<file path="src/rtl/ballot_controller_pkg.sv">
// rtl/ballot_controller_pkg.sv - shared state codes and candidate codes for the ballot sequencer
package ballot_controller_pkg;

   localparam int NUM_CAND = 3;

   typedef logic [2:0] state_t;
   localparam state_t S_IDLE      = 3'd0;
   localparam state_t S_WAIT_AUTH = 3'd1;
   localparam state_t S_ARMED     = 3'd2;
   localparam state_t S_CONFIRM   = 3'd3;
   localparam state_t S_RELEASE   = 3'd4;
   localparam state_t S_CLOSED    = 3'd5;

   typedef logic [NUM_CAND-1:0] cand_t;
   localparam cand_t CAND_NONE = 3'b000;
   localparam cand_t CAND_1    = 3'b001;
   localparam cand_t CAND_2    = 3'b010;
   localparam cand_t CAND_3    = 3'b100;

   function automatic logic is_sole(input cand_t b);
      return (b != CAND_NONE) && ((b & (b - 1'b1)) == CAND_NONE);
   endfunction

endpackage

</file>
<file path="src/rtl/ballot_controller_if.sv">
// rtl/ballot_controller_if.sv - officer panel, voter buttons and voting_machine-facing pins
interface ballot_controller_if #(
   parameter int COUNT_W = 6
);
   logic               i_open;
   logic               i_authorize;
   logic               i_close;
   logic               i_candidate_1;
   logic               i_candidate_2;
   logic               i_candidate_3;
   logic               o_vote_1;
   logic               o_vote_2;
   logic               o_vote_3;
   logic               o_voting_over;
   logic               o_ready;
   logic               o_timeout;
   logic [COUNT_W-1:0] o_voter_count;

   modport master (
      output i_open, i_authorize, i_close, i_candidate_1, i_candidate_2, i_candidate_3,
      input  o_vote_1, o_vote_2, o_vote_3, o_voting_over, o_ready, o_timeout, o_voter_count
   );

   modport slave (
      input  i_open, i_authorize, i_close, i_candidate_1, i_candidate_2, i_candidate_3,
      output o_vote_1, o_vote_2, o_vote_3, o_voting_over, o_ready, o_timeout, o_voter_count
   );
endinterface

</file>
<file path="src/rtl/ballot_controller_press_qualifier.sv">
// rtl/ballot_controller_press_qualifier.sv - sole-button detection, candidate latch and hold counter
module press_qualifier
   import ballot_controller_pkg::*;
#(
   parameter int HOLD_CYCLES = 2
) (
   input  logic  clk,
   input  logic  rst,
   input  cand_t buttons,
   input  logic  armed,
   input  logic  confirming,
   output logic  sole,
   output logic  none,
   output logic  qualified,
   output logic  abort,
   output cand_t vote_code
);
   localparam int HOLD_W = $clog2(HOLD_CYCLES + 1);
   localparam logic [HOLD_W-1:0] HOLD_LAST = HOLD_W'(HOLD_CYCLES);

   cand_t             cand;
   logic [HOLD_W-1:0] hold;
   logic [HOLD_W-1:0] hold_inc;
   logic              start;
   logic              keep;

   // A first sole press counts as hold=1, so HOLD_CYCLES==1 qualifies on that same edge.
   always_comb begin
      sole      = is_sole(buttons);
      none      = (buttons == CAND_NONE);
      start     = armed && sole;
      keep      = confirming && (buttons == cand);
      hold_inc  = start ? HOLD_W'(1) : hold + 1'b1;
      qualified = (start || keep) && (hold_inc == HOLD_LAST);
      abort     = confirming && !keep;
      vote_code = start ? buttons : cand;
   end

   always_ff @(posedge clk) begin
      if (rst) begin
         hold <= '0;
         cand <= CAND_NONE;
      end else if (start || keep) begin
         hold <= hold_inc;
         cand <= vote_code;
      end else begin
         hold <= '0;
         cand <= CAND_NONE;
      end
   end

endmodule

</file>
<file path="src/rtl/ballot_controller.sv">
// rtl/ballot_controller.sv - session sequencer enforcing one qualified vote per authorization
module ballot_controller
   import ballot_controller_pkg::*;
#(
   parameter int HOLD_CYCLES    = 2,
   parameter int TIMEOUT_CYCLES = 100,
   parameter int MAX_VOTERS     = 63,
   parameter int COUNT_W        = 6
) (
   input logic clk,
   input logic rst,
   ballot_controller_if.slave bus
);
   localparam int TMO_W = $clog2(TIMEOUT_CYCLES);
   localparam logic [TMO_W-1:0]   TMO_LAST  = TMO_W'(TIMEOUT_CYCLES - 1);
   localparam logic [COUNT_W-1:0] COUNT_MAX = COUNT_W'(MAX_VOTERS);

   state_t             state, state_d;
   logic [TMO_W-1:0]   tmo, tmo_d;
   logic               close_pend, close_pend_d;
   cand_t              buttons, vote_code, vote_d, vote_q;
   logic               sole, none, qualified, abort;
   logic               in_session, tmo_hit, close_eff;
   logic               over_d, ready_d, timeout_d;
   logic               over_q, ready_q, timeout_q;
   logic [COUNT_W-1:0] count_d, count_q;

   assign buttons    = {bus.i_candidate_3, bus.i_candidate_2, bus.i_candidate_1};
   assign in_session = (state == S_ARMED) || (state == S_CONFIRM);
   assign tmo_hit    = in_session && (tmo == TMO_LAST);
   assign close_eff  = close_pend || bus.i_close;

   press_qualifier #(.HOLD_CYCLES(HOLD_CYCLES)) u_qual (
      .clk        (clk),
      .rst        (rst),
      .buttons    (buttons),
      .armed      ((state == S_ARMED) && !tmo_hit),
      .confirming ((state == S_CONFIRM) && !tmo_hit),
      .sole       (sole),
      .none       (none),
      .qualified  (qualified),
      .abort      (abort),
      .vote_code  (vote_code)
   );

   always_ff @(posedge clk) begin
      if (rst) begin
         state      <= S_IDLE;
         tmo        <= '0;
         close_pend <= 1'b0;
      end else begin
         state      <= state_d;
         tmo        <= tmo_d;
         close_pend <= close_pend_d;
      end
   end

   // Timeout is resolved before any press; a pending close diverts what would be a WAIT_AUTH entry.
   always_comb begin
      state_d = state;
      case (state)
         S_IDLE:      if (bus.i_open) state_d = S_WAIT_AUTH;
         S_WAIT_AUTH: begin
            if (bus.i_close)                   state_d = S_CLOSED;
            else if (bus.i_authorize && none)  state_d = S_ARMED;
         end
         S_ARMED: begin
            if (tmo_hit)        state_d = close_eff ? S_CLOSED : S_WAIT_AUTH;
            else if (qualified) state_d = S_RELEASE;
            else if (sole)      state_d = S_CONFIRM;
         end
         S_CONFIRM: begin
            if (tmo_hit)        state_d = close_eff ? S_CLOSED : S_WAIT_AUTH;
            else if (qualified) state_d = S_RELEASE;
            else if (abort)     state_d = S_ARMED;
         end
         S_RELEASE: begin
            if (none) state_d = (close_eff || count_q == COUNT_MAX) ? S_CLOSED : S_WAIT_AUTH;
         end
         S_CLOSED:    state_d = S_CLOSED;
         default:     state_d = S_IDLE;
      endcase
   end

   always_comb begin
      close_pend_d = close_pend;
      if (bus.i_close && (in_session || state == S_RELEASE)) close_pend_d = 1'b1;
      tmo_d     = (in_session && (state_d == S_ARMED || state_d == S_CONFIRM)) ? tmo + 1'b1 : '0;
      vote_d    = qualified ? vote_code : CAND_NONE;
      count_d   = (qualified && count_q != COUNT_MAX) ? count_q + 1'b1 : count_q;
      timeout_d = tmo_hit;
      ready_d   = (state_d == S_ARMED) || (state_d == S_CONFIRM);
      over_d    = (state_d == S_CLOSED);
   end

   always_ff @(posedge clk) begin
      if (rst) begin
         vote_q    <= CAND_NONE;
         count_q   <= '0;
         timeout_q <= 1'b0;
         ready_q   <= 1'b0;
         over_q    <= 1'b0;
      end else begin
         vote_q    <= vote_d;
         count_q   <= count_d;
         timeout_q <= timeout_d;
         ready_q   <= ready_d;
         over_q    <= over_d;
      end
   end

   assign bus.o_vote_1      = vote_q[0];
   assign bus.o_vote_2      = vote_q[1];
   assign bus.o_vote_3      = vote_q[2];
   assign bus.o_voting_over = over_q;
   assign bus.o_ready       = ready_q;
   assign bus.o_timeout     = timeout_q;
   assign bus.o_voter_count = count_q;

endmodule
</file>
<file path="src/flat_wrapper.sv">
// flat-port wrapper written by rule: the top's interface ports become plain ports
module ballot_controller_flat import ballot_controller_pkg::*;
#(
   parameter int HOLD_CYCLES    = 2,
   parameter int TIMEOUT_CYCLES = 100,
   parameter int MAX_VOTERS     = 63,
   parameter int COUNT_W        = 6
)
  (clk, rst, bus_i_open, bus_i_authorize, bus_i_close, bus_i_candidate_1, bus_i_candidate_2, bus_i_candidate_3, bus_o_vote_1, bus_o_vote_2, bus_o_vote_3, bus_o_voting_over, bus_o_ready, bus_o_timeout, bus_o_voter_count);
  ballot_controller_if #(.COUNT_W(COUNT_W)) bus_i ();
  input logic clk;
  input logic rst;
  input wire logic [$bits(bus_i.i_open)-1:0] bus_i_open;
  input wire logic [$bits(bus_i.i_authorize)-1:0] bus_i_authorize;
  input wire logic [$bits(bus_i.i_close)-1:0] bus_i_close;
  input wire logic [$bits(bus_i.i_candidate_1)-1:0] bus_i_candidate_1;
  input wire logic [$bits(bus_i.i_candidate_2)-1:0] bus_i_candidate_2;
  input wire logic [$bits(bus_i.i_candidate_3)-1:0] bus_i_candidate_3;
  output wire logic [$bits(bus_i.o_vote_1)-1:0] bus_o_vote_1;
  output wire logic [$bits(bus_i.o_vote_2)-1:0] bus_o_vote_2;
  output wire logic [$bits(bus_i.o_vote_3)-1:0] bus_o_vote_3;
  output wire logic [$bits(bus_i.o_voting_over)-1:0] bus_o_voting_over;
  output wire logic [$bits(bus_i.o_ready)-1:0] bus_o_ready;
  output wire logic [$bits(bus_i.o_timeout)-1:0] bus_o_timeout;
  output wire logic [$bits(bus_i.o_voter_count)-1:0] bus_o_voter_count;
  assign bus_i.i_open = bus_i_open;
  assign bus_i.i_authorize = bus_i_authorize;
  assign bus_i.i_close = bus_i_close;
  assign bus_i.i_candidate_1 = bus_i_candidate_1;
  assign bus_i.i_candidate_2 = bus_i_candidate_2;
  assign bus_i.i_candidate_3 = bus_i_candidate_3;
  assign bus_o_vote_1 = bus_i.o_vote_1;
  assign bus_o_vote_2 = bus_i.o_vote_2;
  assign bus_o_vote_3 = bus_i.o_vote_3;
  assign bus_o_voting_over = bus_i.o_voting_over;
  assign bus_o_ready = bus_i.o_ready;
  assign bus_o_timeout = bus_i.o_timeout;
  assign bus_o_voter_count = bus_i.o_voter_count;
  ballot_controller #(.HOLD_CYCLES(HOLD_CYCLES), .TIMEOUT_CYCLES(TIMEOUT_CYCLES), .MAX_VOTERS(MAX_VOTERS), .COUNT_W(COUNT_W)) u_core (.clk(clk), .rst(rst), .bus(bus_i));
endmodule
</file>
<file path="config.mk">
export PLATFORM = sky130hd
export DESIGN_NAME = ballot_controller_flat
export DESIGN_NICKNAME = d
export VERILOG_FILES = /design/src/rtl/ballot_controller_pkg.sv /design/src/rtl/ballot_controller_if.sv /design/src/rtl/ballot_controller_press_qualifier.sv /design/src/rtl/ballot_controller.sv /design/src/flat_wrapper.sv
export SDC_FILE = /design/constraint.sdc
export NUM_CORES = 1
export LEC_CHECK = 0
export ABC_AREA = 1
export CAP_MARGIN = 20
export CORE_MARGIN = 3
export CORE_UTILIZATION = 45
export CTS_BUF_LIST = sky130_fd_sc_hd__clkbuf_8
export DETAILED_ROUTE_END_ITERATION = 10
export PLACE_DENSITY = 0.8
export SYNTH_ARGS = -nofsm -noshare
export SYNTH_HDL_FRONTEND = slang
export SYNTH_HIERARCHICAL = 1
export SYNTH_SLANG_ARGS = --single-unit
</file>
<file path="constraint.sdc">
create_clock -name clk -period 6.7 [get_ports clk]
set_input_delay 0.67 -clock clk [delete_from_list [all_inputs] [get_ports clk]]
set_output_delay 0.67 -clock clk [all_outputs]
set_load 0.05 [all_outputs]
</file>
==> summary.txt <==
STA
  • Setup TNS: 0 ns
  • Endpoints failing setup: 0
  • Crit path time final: 2.38 ns
  • Fin. Hold Viols: 0
  • Clock Skew: 0.00295 ns
  • RSZ-0062 raised after global routing: no
  • Max Slew Vio Count: 0
  • Fmax: 0.420 GHz
  • Hold Slack: 0.458 ns
  • Max-slew headroom: 66.0%
  • Period utilization: 35.6%
  • Worst-margin pin slew: 0.508 ns

Power and ir drop
  • Switching pwr: 0.0668 mW
  • Clock Power Share: 33.9%
  • Sw frac: 22.4%
  • VDD IR max: 0.116 mV
  • Combinational power share: 8.7%
  • Sequential Power Share: 57.4%
  • Leak: 0.760 nW
  • PD cells: 174 nW/um^2
  • Cell-internal power: 0.231 mW
  • PnR Total Power: 0.298 mW

Finish
  • Final antenna diode count: 0
  • Share of cells above drive strength 1: 16.1%
  • Final Util: 59.5%
  • Fin nets: 234
  • Final instance count without filler cells: 265
  • Area delta synth->final: 20.4%

Drt
  • Routed WL per cell: 9.71 um
  • Via count: 1,241
  • Met3 wire length: 122 um
  • DRT iter0 DRCs: 69
  • Routed Wire Length: 2.57 mm
  • Antenna Violating Nets Remaining: 0
  • DR top layer: met4
  • Post-route DRC: 0
  • Met2 Wirelength: 1.14 mm
  • DR pass1 iterations: 4
  • Via density: 4.68
  • M1 WL: 1.28 mm

CTS
  • CTS Sinks: 28
  • CTS Root Buffer Type: clkbuf_8
  • Clock Tree Buf Depth: 2
  • CTS tree: built
  • Number of buffers added for setup after CTS: 0
  • Worst-Skew Late Latency: 0.27 ns
  • Post-cts repair resize count: 0
  • CTS H-Tree Depth: 1
  • CTS Hold Bufs: 0
  • Total CTS buffers: 3
  • CTS clk-pin slew, worst paths: 0.09 ns

Synth
  • Top cell type's share of synthesized area: 39.5%
  • Count leader, synth: nand2_1
  • Yosys warning count: 6
  • Syn Inst Count: 201
  • Post-synth top area cell: dfxtp_1
  • Syn Area/Cell: 7.07 sq um
  • FFs w/ async S/R, synth: 0%
  • Mapped Nets: 211
  • Synth top area cells: dfxtp_1 39%, nand2_1 9.3%, inv_1 8.5%, nor2_1 7.9%, nor2_2 4.0%
  • Synth top cells by count: 35 x nand2_1, 32 x inv_1, 30 x nor2_1
  • Synthesized cell area: 1420 sq um
  • Register area share after synthesis: 39.5%
  • EDFF count, synth: 0
  • Synthesized flop and latch total: 28
  • Synth unique cells: 32
  • Ys flop type: dfxtp_1

Critical path
  • Worst-path fanout max: 6
  • Crit start category: flip-flop
  • CP arrival: 2.55 ns
  • WS Path Type: flip-flop to flip-flop
  • WP data required: 6.87 ns
  • Worst R2R Path Depth: 13
  • Crit. End Element: flip-flop

Hold path
  • Worst min-delay path class: flip-flop to flip-flop
  • Worst hold path depth: 1

Global route
  • First-pass GRT wire length: 4.62 mm
  • Total GRT Usage: 14.3%
  • Vias in the first global route: 1,144
  • Number of antenna violations at the first check in global routing: 0
  • Aggregate global routing overflow: 0
  • Largest net degree at the start of global routing: 16

Die
  • I/O Pins: 20
  • Die height: 62.2 um
  • # rows: 19
  • Initial core utilization: 49.4%
  • Core Box Area: 2880 sq um
  • Die area: 3870 sq um
  • Width of the die: 62.2 um

Run status
  • Status: completed

Place
  • Port bufs: 19
  • GP Congestion: 0.820
  • Post-detail-place hpwl: 1.95 mm
  • Placed cell count: 261

Flow run
  • Number of max-cap violations: 0
-- state kept, by name (all words and copies together) (netlist names) --
signal	flops
u_core/close_pend	1
u_core/state	3
u_core/bus.o_voter_count	6
u_core/tmo	7
u_core/u_qual/hold	2
u_core/bus.o_timeout	1
u_core/bus.o_ready	1
u_core/vote_q	3
u_core/u_qual/cand	3
u_core/bus.o_voting_over	1
-- power by group through the flow --
| stage | Sequential, mW | Clock, mW | Combinational, mW |
|---|---|---|---|
| floorplan | 0.174 | 0 | 0.0178 |
| global placement | 0.175 | 0 | 0.0255 |
| detailed placement | 0.175 | 0 | 0.0257 |
| CTS | 0.171 | 0.106 | 0.0262 |
| global route | 0.172 | 0.111 | 0.0292 |
| finish | 0.171 | 0.101 | 0.0260 |
-- worst paths after layout --
| check | start | end | slack (ns) |
|---|---|---|---|
| setup / recovery | u_core/tmo[0] | u_core/bus.o_voter_count[4] | 4.32 |
| hold / removal | u_core/tmo[0] | u_core/tmo[0] | 0.46 |
| setup reg to reg | u_core/tmo[0] | u_core/bus.o_voter_count[4] | 4.32 |
| hold reg to reg | u_core/tmo[0] | u_core/tmo[0] | 0.46 |
-- cell families after synthesis --
| logic type | Yosys count | share of synthesized area, % |
|---|---|---|
| and+or+nand+nor | 105 | 36.5 |
| buffers and inverters | 40 | 10.8 |
| DFF | 28 | 39.5 |
| AOI/OAI and AO/OA | 21 | 8.37 |
| xor gates and xnor gates | 5 | 3.08 |
| adders and majority gates | 2 | 1.76 |
-- layout make-up --
class                   instances  area (sq um)
clock buffers                   4          55.1
fillers                       271          1170
inverters                      39           146
multi-input cells             133           706
flip-flops and latches         28           561
well taps                      42          52.6
repair buffers                 19           190
-- critical path, stage by stage (launching register included) --
cell     delay, ns
dfxtp_1       0.33
ha_1          0.21
inv_1         0.08
nor2_2        0.05
nand4_1       0.13
inv_1         0.09
nor3_1        0.26
nand4_2       0.17
nor3b_2       0.45
nand2_2       0.15
inv_2         0.11
nand2_2       0.06
o21ai_1       0.11
nor2_1        0.06
-- routing by layer --
| layer | vias up | global-route usage (%) |
|---|---|---|
| met5 | - | 0 |
| met4 | 0 | 3.31 |
| met3 | 4 | 4.50 |
| met2 | 25 | 23.0 |
| met1 | 547 | 18.8 |
| li1 | 665 | - |
-- layout by cell type (no fill, tap or decap), types with 2 or more instances in the layout --
master,count
a21oi_1,6
inv_1,32
nand4_1,2
nor2_1,30
nor3_1,4
nor2_2,9
nand2_1,35
inv_2,6
o21ai_0,6
dfxtp_1,28
xor2_1,3
nand2_2,8
nand3_1,8
clkdlybuf4s50_1,19
ha_1,2
o21ai_1,4
xnor2_1,2
clkbuf_8,4
-- stage by stage --
step                setup WS (ns)  instance area, sq um
CTS                          4.30                  1710
global route                 4.03                  1710
detailed placement           4.05                  1660
floorplan                    4.59                  1420
finish                       4.32                  1710
global placement             4.14                  1660
Note: power is estimated with default switching activity, not from simulation.
